### config.mk
export PLATFORM = sky130hd
export DESIGN_NAME = clk_div_nch
export DESIGN_NICKNAME = d
export VERILOG_FILES = /design/src/rtl/clk_div_pkg.sv /design/src/rtl/clk_div_chan.sv /design/src/rtl/clk_div_nch.sv
export SDC_FILE = /design/constraint.sdc
export NUM_CORES = 1
export LEC_CHECK = 0
export BUFFER_PORTS_ARGS = -buffer_cell sky130_fd_sc_hd__clkbuf_2
export CAP_MARGIN = 20
export CORE_ASPECT_RATIO = 0.7
export CORE_UTILIZATION = 24
export DETAILED_ROUTE_END_ITERATION = 12
export SETUP_SLACK_MARGIN = 0.3
export SLEW_MARGIN = 20
export SYNTH_ARGS = -nofsm -noshare
export SYNTH_HDL_FRONTEND = slang
export SYNTH_SLANG_ARGS = --single-unit
### constraint.sdc
create_clock -name clk -period 4.75 [get_ports clk]
set_input_delay 0.2375 -clock clk [delete_from_list [all_inputs] [get_ports clk]]
set_output_delay 0.2375 -clock clk [all_outputs]
set_load 0.005 [all_outputs]
### src/rtl/clk_div_pkg.sv
// Shared constants for the clock-divider slice: default widths, 50 MHz divisor presets,
// the per-channel action encoding and the channel-select width helper.
package clk_div_pkg;

  localparam int CNT_W_DEF = 25;
  localparam int unsigned DIV_1HZ_50M = 25_000_000;
  localparam int unsigned DIV_1KHZ_50M = 25_000;

  typedef enum logic [1:0] {
    ACT_HOLD,
    ACT_COUNT,
    ACT_WRAP,
    ACT_RESTART
  } chan_act_e;

  function automatic int ch_w(input int n);
    return (n > 1) ? $clog2(n) : 1;
  endfunction

endpackage

### src/rtl/clk_div_chan.sv
// One divider channel: counter, active/shadow divisor pair, registered tick and square output.
// Outputs are registered (one edge after the wrap); the write port is always accepted, no backpressure.
module clk_div_chan
  import clk_div_pkg::*;
#(
  parameter int          CNT_W   = CNT_W_DEF,
  parameter int unsigned DEF_DIV = DIV_1HZ_50M
) (
  input  logic             clk,
  input  logic             rst_n,
  input  logic             en,
  input  logic             clr,
  input  logic             wr,
  input  logic [CNT_W-1:0] wr_div,
  output logic             tick,
  output logic             sq,
  output logic             pend
);

  logic [CNT_W-1:0] cnt;
  logic [CNT_W-1:0] active;
  logic [CNT_W-1:0] shadow;
  chan_act_e        act;

  // A halted channel (active==0) restarts on its own once a new divisor is pending.
  always_comb begin
    act = ACT_HOLD;
    if (active == '0) begin
      if (pend) act = ACT_RESTART;
    end else if (en) begin
      act = (cnt == active - CNT_W'(1)) ? ACT_WRAP : ACT_COUNT;
    end
  end

  always_ff @(posedge clk or negedge rst_n) begin
    if (!rst_n) begin
      cnt    <= '0;
      active <= CNT_W'(DEF_DIV);
      shadow <= CNT_W'(DEF_DIV);
      pend   <= 1'b0;
      tick   <= 1'b0;
      sq     <= 1'b0;
    end else if (clr) begin
      cnt    <= '0;
      tick   <= 1'b0;
      sq     <= 1'b0;
      pend   <= 1'b0;
      active <= wr ? wr_div : shadow;
      if (wr) shadow <= wr_div;
    end else begin
      tick <= (act == ACT_WRAP);
      case (act)
        ACT_COUNT: cnt <= cnt + CNT_W'(1);
        ACT_WRAP: begin
          cnt <= '0;
          sq  <= ~sq;
          if (pend) begin
            active <= shadow;
            pend   <= 1'b0;
          end
        end
        ACT_RESTART: begin
          cnt    <= '0;
          active <= shadow;
          pend   <= 1'b0;
        end
        default: ;
      endcase
      // A write landing on the apply edge stays pending for the next wrap.
      if (wr) begin
        shadow <= wr_div;
        pend   <= 1'b1;
      end
    end
  end

endmodule

### src/rtl/clk_div_nch.sv
// Multi-channel programmable tick / square-wave generator; outputs registered, one edge after wrap.
// Write port has no backpressure; writes to channels >= NCH are dropped.
module clk_div_nch
  import clk_div_pkg::*;
#(
  parameter int          NCH     = 4,
  parameter int          CNT_W   = CNT_W_DEF,
  parameter int unsigned DEF_DIV = DIV_1HZ_50M,
  parameter int          CH_W    = ch_w(NCH)
) (
  input  logic             clk,
  input  logic             rst_n,
  input  logic [NCH-1:0]   en,
  input  logic             clr,
  input  logic             wr_en,
  input  logic [CH_W-1:0]  wr_ch,
  input  logic [CNT_W-1:0] wr_div,
  output logic [NCH-1:0]   tick,
  output logic [NCH-1:0]   sq_out,
  output logic [NCH-1:0]   pend
);

  logic [NCH-1:0] wr_sel;

  for (genvar g = 0; g < NCH; g++) begin : g_ch
    assign wr_sel[g] = wr_en && (int'(wr_ch) == g);

    clk_div_chan #(
      .CNT_W  (CNT_W),
      .DEF_DIV(DEF_DIV)
    ) u_chan (
      .clk   (clk),
      .rst_n (rst_n),
      .en    (en[g]),
      .clr   (clr),
      .wr    (wr_sel[g]),
      .wr_div(wr_div),
      .tick  (tick[g]),
      .sq    (sq_out[g]),
      .pend  (pend[g])
    );
  end

endmodule

Word level (Yosys, flattened, before mapping)
Index checks and enable logic that the tools add are counted.
- register bits after elaboration: 312
- input bits: 35
- output and inout bits: 12
- word-level logic and storage cells: 156
- $add $sub $neg: 8
- equal/unequal tests: 23
- muxes and demuxes: 64
- bitwise gates (word level): 4
- reductions and logical operators: 33
- operators with widths (cell ; count):
    $mux W25 ; 16
    $pmux W25 S2 ; 8
    $add A25 B1 Y25 const B ; 4
    $eq A25 B25 Y1 ; 4
    $logic_not A25 Y1 ; 4
    $sub A25 B1 Y25 const B ; 4
    $reduce_bool A3 Y1 ; 12
    $mux W2 ; 16
    $mux W1 ; 24
    $eq A2 B2 Y1 const B ; 10
    $ne A3 B2 Y1 const B ; 4
    $eq A2 B1 Y1 const B ; 5
    $reduce_and A2 Y1 ; 4
    $reduce_bool A2 Y1 ; 4
    $reduce_or A2 Y1 ; 4
    $logic_and A1 B1 Y1 ; 4
    $not A1 Y1 ; 4
    $logic_not A2 Y1 ; 1

Longest topological paths before layout
Gate-level depths: netlist of run 1.
- depth in word-level cells: 10
- gate-level depth with buffers: 14
- mapped depth without buffers: 10

Cells and area by module
Synthesis of run 1 repeated with hierarchy kept, for this count alone.
- cells, all modules: 2243
- area, all modules: 20151.8 µm²
- by module, submodules not included (module ; times used ; cells an instance ; area an instance (µm²) ; seq. area each (µm²)):
    clk_div_chan (g_ch[2].u_chan ...) ; 2 ; 610 ; 5029.8 ; 1981.9
    clk_div_chan (g_ch[1].u_chan) ; 1 ; 551 ; 5257.5 ; 1981.9
    clk_div_chan (g_ch[0].u_chan) ; 1 ; 468 ; 4797.1 ; 1981.9
    clk_div_nch ; 1 ; 4 ; 37.5 ; 0.0

Least setup slack after synthesis of run 1
OpenSTA, ideal clock, no wires.
- path kind: register -> register
- start point: register g_ch[1].u_chan.active[0]
- end point: register g_ch[1].u_chan.active[10]
- setup time: 125 ps
- arrival: 3172 ps
- data required time: 4625 ps
- slack: 1453 ps
- cell stages (with the launch flop): 13
- buffers on the path: 2
- period minus slack after synthesis: 3297 ps
- cell sequence: dfrtp_1 -> inv_1 -> ha_1 -> or3b_1 -> or4_1 -> a2111oi_2 -> o2111ai_1 -> a2111oi_2 -> nand3_1 -> o21a_1 -> buf_4 -> buf_6 -> mux2i_1
- word-level cells in the longest chain between the ends: 8
- elaborated cells between the ends (all ways): 13
- classes of those cells: 1 x add/sub; 4 x eq/ne; 5 x mux; 3 x reduce/logical
- RTL lines (element ; line ; RTL):
    start, declared ; clk_div_chan.sv:21 ; logic [CNT_W-1:0] active;
    start signal, assigned ; clk_div_chan.sv:38 ; active <= CNT_W'(DEF_DIV);
    start signal, assigned ; clk_div_chan.sv:48 ; active <= wr ? wr_div : shadow;
    start signal, assigned ; clk_div_chan.sv:58 ; active <= shadow;
    $sub A25 B1 Y25 ; clk_div_chan.sv:31 ; act = (cnt == active - CNT_W'(1)) ? ACT_WRAP : ACT_COUNT;
    $eq A25 B25 Y1 ; clk_div_chan.sv:31 ;
    $mux W2 ; clk_div_chan.sv:31 ;
    $mux W2 ; clk_div_chan.sv:30 ; end else if (en) begin
    $mux W2 (*) ; clk_div_chan.sv:28 ; if (active == '0) begin
    $eq A2 B2 Y1 ; clk_div_chan.sv:52 ; case (act)
    $pmux W25 S2 (tied with other cells) ; clk_div_chan.sv:52 ;
    $mux W25 or $reduce_and A2 Y1 (tied branches) ; -- ;
Every way passes the cells marked *; elsewhere a longest branch is shown, timed or not.
A chain may end at the register's enable or synchronous reset.

Worst setup path in the final report of run 1
- start point: register g_ch[0].u_chan.active[0]
- end point: register g_ch[0].u_chan.active[24]
- word-level cells in the longest chain between the ends: 8
- elaborated cells between the ends (all ways): 13
- classes of those cells: 1 x add/sub; 4 x eq/ne; 5 x mux; 3 x reduce/logical
- RTL lines (element ; line):
    start, declared ; clk_div_chan.sv:21
    start signal, assigned ; clk_div_chan.sv:38
    start signal, assigned ; clk_div_chan.sv:48
    start signal, assigned ; clk_div_chan.sv:58
    $sub A25 B1 Y25 ; clk_div_chan.sv:31
    $eq A25 B25 Y1 ; clk_div_chan.sv:31
    $mux W2 ; clk_div_chan.sv:31
    $mux W2 ; clk_div_chan.sv:30
    $mux W2 (*) ; clk_div_chan.sv:28
    $eq A2 B2 Y1 ; clk_div_chan.sv:52
    $pmux W25 S2 (tied with other cells) ; clk_div_chan.sv:52
    $mux W25 or $reduce_and A2 Y1 (tied branches) ; --
Marks and branches as above.

==> results of run 1 <==
worst max-delay path, stage by stage, from the launching register on:
cell and delay [ns]:
dfrtp_1 0.42, inv_1 0.10, ha_1 0.28, nor2b_1 0.29, nand4_1 0.50, o21a_1 0.40
or3_1 0.35, a221oi_1 0.53, nand3_1 0.17, o21a_1 0.47, o311ai_1 0.35
area by class of cell:
type                            instances  area [um^2]
Tap cell                             1056         1320
Inverter                               67          251
Clock inverter                         11          110
Fill cell                            8361        57500
Timing Repair Buffer                   88          586
Sequential cell                       312         7930
Multi-Input combinational cell       1461        10300
Clock buffer                           41          873
Antenna cell                            2         5.00
kinds of logic (layout without fill, tap and decap cells):
logic type      after synthesis  count (layout)  synth area share (%)
compound gates              387             387                  13.6
xor+xnor                    137             137                  6.33
fa+ha+maj                     8               8                 0.522
buf+inv                     211             207                  5.17
flops                       312             312                  41.3
mux                         221             221                  12.2
other cells                   0               2                     0
simple gates                708             708                  20.9
metrics by stage:
stage | hold slack, ns | utilization, %
2_1_floorplan | -0.0581 | -
3_3_place_gp | 0.221 | 25.8
3_5_place_dp | 0.224 | 25.8
4_1_cts | 0.0462 | 27.1
5_1_grt | 0.0663 | 27.1
6_report | 0.0640 | 27.1
layout by cell type (no fill, tap or decap), types with 19 or more instances in the layout:
cell       Yosys  routed
dfrtp_1      216     216
nand2_1      123     123
mux2i_1      121     121
a21oi_1      107     106
mux2_2       100     100
nor2_1        97      97
dfstp_2       96      96
nand3_1       94      94
xnor2_1       83      83
inv_1         66      66
or4_1         61      61
xor2_1        53      53
nor3_1        52      52
o31ai_1       52      51
o211ai_1      50      50
nor4_1        46      46
clkbuf_2       0      44
nand4_1       41      41
buf_4         16      40
or3_1         39      39
o21ai_0       33      33
clkbuf_16      0      31
o2111ai_1     27      27
o21ai_1       27      27
nand3b_1      24      24
and3_1        19      19
synth_stat cells, types with 24 or more instances:
| cell type | count |
|---|---|
| a21oi_1 | 107 |
| clkbuf_1 | 87 |
| dfrtp_1 | 216 |
| dfstp_2 | 96 |
| inv_1 | 66 |
| mux2_2 | 100 |
| mux2i_1 | 121 |
| nand2_1 | 123 |
| nand3_1 | 94 |
| nand3b_1 | 24 |
| nand4_1 | 41 |
| nor2_1 | 97 |
| nor3_1 | 52 |
| nor4_1 | 46 |
| o2111ai_1 | 27 |
| o211ai_1 | 50 |
| o21ai_0 | 33 |
| o21ai_1 | 27 |
| o31ai_1 | 52 |
| or3_1 | 39 |
| or4_1 | 61 |
| xnor2_1 | 83 |
| xor2_1 | 53 |
worst paths after layout:
| kind | end | cells past startpoint | slack [ns] |
|---|---|---|---|
| worst max register to register | g_ch[0].u_chan.active[24] | 10 | 0.78 |
| worst max-delay path | g_ch[0].u_chan.active[24] | 10 | 0.78 |
| worst min-delay path | g_ch[2].u_chan.cnt[6] | 4 | 0.06 |
| min in group asynchronous | g_ch[3].u_chan.cnt[2] | 2 | 0.18 |
| worst min register to register | g_ch[3].u_chan.active[24] | 2 | 0.51 |
| max in group asynchronous | g_ch[3].u_chan.cnt[18] | 3 | 3.53 |
layer usage:
layer | vias to the layer above | global-route usage [%]
met5 | - | 2.32
met4 | 4 | 1.83
met3 | 42 | 3.52
met2 | 405 | 15.8
met1 | 7542 | 20.9
li1 | 7356 | -
power groups by stage:
| stage | registers, W | clock network [W] | logic (W) |
|---|---|---|---|
| 5_1_grt | 0.00359 | 0.00266 | 0.00168 |
| 6_report | 0.00353 | 0.00249 | 0.00152 |
| 3_3_place_gp | 0.00356 | 0 | 0.00149 |
| 3_5_place_dp | 0.00357 | 0 | 0.00150 |
| 2_1_floorplan | 0.00338 | 0 | 0.00120 |
| 4_1_cts | 0.00352 | 0.00254 | 0.00151 |
state kept, by name (all words and copies together) (netlist names):
name and count:
g_ch.u_chan.cnt 100, g_ch.u_chan.tick 4, g_ch.u_chan.active 100, g_ch.u_chan.sq 4
g_ch.u_chan.shadow 100, g_ch.u_chan.pend 4
==> qor.txt, run 1 <==
Status -> finished clean
Iter 0 DRT Violations -> 1,475
Final Hold Fails -> 0
Number of port buffers -> 46
Post-Syn Nets -> 2,027
Residual DRC -> 0
Area growth from synthesis to layout -> 11.4%
Cts bufs inserted -> 28
Final Non-Filler Cells -> 3,038
RSZ-0062 raised after global routing -> no
Worst-path maximum fanout -> 21
Number of flops mapped to enable cells by yosys -> 0
Clock Path Buffers -> 3
Combinational group share of total power -> 20.2%
GRT Overall Usage -> 12.7%
Worst-path clk slew -> 0.07 ns
Worst-skew pair later-pin latency -> 0.59 ns
Slew Limit Headroom -> 32.3%
Vias/cell -> 5.05
Largest net degree at the start of global routing -> 114
Seq/Total Area, Yosys -> 41.3%
H-tree depth -> 1
DR vias -> 15.3k
Startpoint Class -> flop
Post CTS Setup Buffer Count -> 0
Die area -> 0.0811 mm^2
GRT overflow -> 0
Core area -> 0.0789 mm^2
Post-Syn Area -> 0.0192 mm^2
Hpwl dp -> 37.4 mm
Synthesized flop and latch total -> 312
CP startpoint -> g_ch[0].u_chan.active[0]
Hold_sp -> en[2]
Met1 wire length -> 28.1 mm
Final Power -> 0.00753 W
First drt pass iteration count -> 6
Max Slew Vio Count -> 0
Final worst setup slack -> 0.776 ns
I/O pin cnt -> 47
Rows -> 86
DP Worst Slack -> 0.861 ns
Yosys synthesis warning count -> 0
Post-route cell area -> 0.0214 mm^2
First-pass GRT wire length -> 83.7 mm
Synth area leader -> dfrtp_1
Met3 wire length -> 4.23 mm
Count of cell types in the netlist -> 95
Max Fclk -> 0.252 GHz
MaxCap Viol Count -> 0
Top routing layer in use -> met5
Worst Tran Pin Value -> 1.01 ns
Total routed wirelength -> 52.3 mm
CTS Hold Bufs -> 1
Vias in the first global route -> 14.3k
Leakage power -> 7.87 nW
Syn Area/Cell -> 9.67 um^2
CTS tree -> built
Placed Area -> 0.0204 mm^2
Post-CTS sizing -> 0
Clock Power Share -> 33.0%
Final ANT Viol Nets -> 0
Reg-to-reg startpoint -> g_ch[0].u_chan.active[0]
Final worst path period need -> 3.97 ns
Setup Skew -> 0.0114 ns
Share of Yosys cell area claimed by the top area cell type -> 28.2%
Total clock sinks -> 312
Initial core utilization -> 24.3%
WL per Instance -> 17.2 um
Net Sw Frac -> 31.3%
Period utilization -> 83.7%
Type of the worst min-delay path -> primary input to flop
Die Span Y -> 238 um
Arr. time, crit path -> 4.46 ns
Worst Path Required -> 5.24 ns
Synth Instances -> 1,984
Psw -> 0.00236 W
Initial antenna violation count -> 4
GPL Wtd Cong -> 0.868
Kind of critical path -> flop to flop
Met2 wire len -> 19.2 mm
Share of cells above drive strength 1 -> 18.8%
Endpoint class of the critical path -> flop
VDD IR-drop max -> 211 uV
Main flop type after synthesis -> dfrtp_1
Flop pwr share -> 46.8%
P_int -> 0.00517 W
Inst Count DP -> 2,983
Pwr/cell area -> 353 mW/mm^2
Synth area leaders -> dfrtp_1, dfstp_2, mux2i_1
Final #Nets -> 2,001
Async set-reset flop share out of synthesis -> 100%
Die X -> 340 um
Root Driver -> clkbuf_16
Setup TNS -> 0 ns
Setup violators final -> 0
Power figures use the tool's default switching activity.
==> run 2: changes to the inputs <==
==> constraint.sdc (replaced) <==
create_clock -name clk -period 3.4 [get_ports clk]
set_input_delay 0.17 -clock clk [delete_from_list [all_inputs] [get_ports clk]]
set_output_delay 0.17 -clock clk [all_outputs]
set_load 0.005 [all_outputs]
==> qor.txt, run 2 (synthesized netlist as in run 1, its figures left out) <==
Status -> finished clean (unchanged)
H-tree depth -> 1 (unchanged)
Global route hottest layer -> met1 (unchanged)
Initial core utilization -> 24.3% (unchanged)
Core area -> 0.0789 mm^2 (unchanged)
First drt pass iteration count -> 6 (unchanged)
Pwr/cell area -> 456 mW/mm^2 (was 353 mW/mm^2)
Root Driver -> clkbuf_16 (unchanged)
DP Worst Slack -> 0.0513 ns (was 0.861 ns)
CTS tree -> built (unchanged)
Total clock sinks -> 312 (unchanged)
CP max stage cell -> or4_4 (was a221oi_1)
RSZ-0062 raised after global routing -> yes (was no)
Inst Count DP -> 3,068 (was 2,983)
Die Span Y -> 238 um (unchanged)
Clock Path Buffers -> 3 (unchanged)
Final #Nets -> 2,182 (was 2,001)
CP startpoint -> g_ch[3].u_chan.active[1] (was g_ch[0].u_chan.active[0])
Type of the worst min-delay path -> primary input to flop (unchanged)
Setup slack, reg-to-reg -> 0.1 ns (was 0.78 ns)
Cts bufs inserted -> 30 (was 28)
Hold_sp -> en[2] (unchanged)
Worst-path maximum fanout -> 7 (was 21)
Worst Tran Pin Value -> 1.12 ns (was 1.01 ns)
Kind of critical path -> flop to flop (unchanged)
Vias in the first global route -> 15.2k (was 14.3k)
Worst Path Required -> 3.85 ns (was 5.24 ns)
Final worst setup slack -> 0.0973 ns (was 0.776 ns)
Number of port buffers -> 46 (unchanged)
Iter 0 DRT Violations -> 1,546 (was 1,475)
Setup Skew -> 0.0155 ns (was 0.0114 ns)
Worst-path clk slew -> 0.07 ns (about the same)
MaxCap Viol Count -> 0 (unchanged)
WL per Instance -> 18.3 um (was 17.2 um)
Die X -> 340 um (unchanged)
Final Util -> 31.1% (was 27.1%)
GRT Overall Usage -> 13.7% (was 12.7%)
CP peak stage delay -> 0.62 ns (was 0.53 ns)
GPL Wtd Cong -> 0.875 (was 0.868)
Share of cells above drive strength 1 -> 32.6% (was 18.8%)
Worst-skew pair later-pin latency -> 0.60 ns (was 0.59 ns)
Endpoint class of the critical path -> flop (unchanged)
Crit-path cells -> or4_4 > or3_4 > a2111o_1 > or3_4 > nor4_4 > a41o_2 > buf_6 > buf_16 > mux2i_4 > a21oi_2 (was inv_1 > ha_1 > nor2b_1 > nand4_1 > o21a_1 > or3_1 > a221oi_1 > nand3_1 > o21a_1 > o311ai_1)
Final Non-Filler Cells -> 3,220 (was 3,038)
Arr. time, crit path -> 3.75 ns (was 4.46 ns)
Leakage power -> 9.20 nW (was 7.87 nW)
Die area -> 0.0811 mm^2 (unchanged)
Largest net degree at the start of global routing -> 96 (was 114)
GRT overflow -> 0 (unchanged)
Most frequent cells in the layout -> dfrtp_1, buf_4, nand2_1 (was dfrtp_1, nand2_1, mux2i_1)
First-pass GRT wire length -> 89.6 mm (was 83.7 mm)
Most frequent cell on the critical path -> or3_4 (was o21a_1)
Final Power -> 0.0112 W (was 0.00753 W)
Initial antenna violation count -> 8 (was 4)
M2 GR Usage -> 17.2% (was 15.8%)
Reg-to-reg startpoint -> g_ch[3].u_chan.active[1] (was g_ch[0].u_chan.active[0])
Startpoint Class -> flop (unchanged)
Grt met1 use -> 22.8% (was 20.9%)
Max Fclk -> 0.303 GHz (was 0.252 GHz)
Vias/cell -> 5.14 (was 5.05)
Total routed wirelength -> 58.9 mm (was 52.3 mm)
Period utilization -> 97.1% (was 83.7%)
VDD IR-drop max -> 449 uV (was 211 uV)
DR vias -> 16.5k (was 15.3k)
Final ANT Viol Nets -> 0 (unchanged)
Residual DRC -> 0 (unchanged)
Rows -> 86 (unchanged)
Slew Limit Headroom -> 25.4% (was 32.3%)
Setup violators final -> 0 (unchanged)
Final Hold Fails -> 0 (unchanged)
Final worst path period need -> 3.30 ns (was 3.97 ns)
I/O pin cnt -> 47 (unchanged)
Hpwl dp -> 39.3 mm (was 37.4 mm)
GRT met3 Usage -> 3.26% (was 3.52%)
Max Slew Vio Count -> 0 (unchanged)
Area growth from synthesis to layout -> 27.8% (was 11.4%)
Commonest non-fill, non-tap cell in the layout -> dfrtp_1 (unchanged)
Biggest regs -> g_ch.u_chan.active (100), g_ch.u_chan.cnt (100), g_ch.u_chan.shadow (100) (unchanged)
==> run 2: changes by cell type in the layout (fill, tap and decap cells not counted), sizes merged, moves of 2 or more <==
cell         delta
bufinv          -2
inv             +2
dlygate4sd3     +2
clkinv          -3
buf           +163
clkbuf         +20
nand2           +2
==> run 2: path summary, 6_finish.rpt <==
check                                             to  cells past startpoint
max                        g_ch[3].u_chan.active[15]                     10
min                            g_ch[2].u_chan.cnt[6]                      4
max reg2reg                g_ch[3].u_chan.active[15]                     10
min reg2reg                g_ch[3].u_chan.active[24]                      2
max in group asynchronous  g_ch[2].u_chan.shadow[18]                      3
min in group asynchronous      g_ch[3].u_chan.cnt[3]                      2
==> run 2: power breakdown <==
part | internal [W] | total, W | switching, W
clock network | 0.00197 | 0.00356 | 0.00159
logic | 0.00126 | 0.00274 | 0.00148
registers | 0.00436 | 0.00488 | 0.000518
total | 0.00759 | 0.0112 | 0.00358
==> run 2: worst max-delay path: cells and delay by family, from the launching register on <==
kind | cells | cell delay (ns)
multiplexers | 1 | 0.23
flip-flops | 1 | 0.42
buffers and inverters | 2 | 0.25
AND/OR/NAND/NOR | 4 | 1.52
AO/OA/AOI/OAI | 3 | 0.72
==> run 2: metal layers <==
metal / vias up / share of wire, % / wire length [um]
met5: - / 0.019 / 11
met4: 2 / 1.3 / 740
met3: 51 / 8.4 / 4940
met2: 550 / 37 / 21900
met1: 8224 / 53 / 31400
li1: 7712 / - / -
==> run 2: through the flow <==
stage	TNS (ns)	hold WS (ns)	cell area [um^2]
2_1_floorplan	0	-0.126	19300
4_1_cts	0	0.00111	23200
3_5_place_dp	0	0.234	21200
6_report	0	0.0239	24500
5_1_grt	-0.0173	0.0234	24500
3_3_place_gp	0	0.239	21200
==> run 2: area by class of cell <==
| class | instances | area, um^2 |
|---|---|---|
| inverters | 67 | 251 |
| multi-input cells | 1463 | 11300 |
| clock buffers | 49 | 977 |
| flip-flops and latches | 312 | 7940 |
| repair buffers | 265 | 2640 |
| fillers | 8028 | 54400 |
| diodes | 1 | 2.50 |
| clock inverters | 7 | 51.3 |
| well taps | 1056 | 1320 |
==> run 2: repair_timing <==
action / in CTS / in global routing
setup endpoints to repair: 207 / 211
pin swaps: 60 / 72
setup buffers: 36 / 28
gates cloned: 9 / 19
hold buffers: 3 / 0
hold endpoints to repair: 66 / 0
resized for setup: 111 / 152
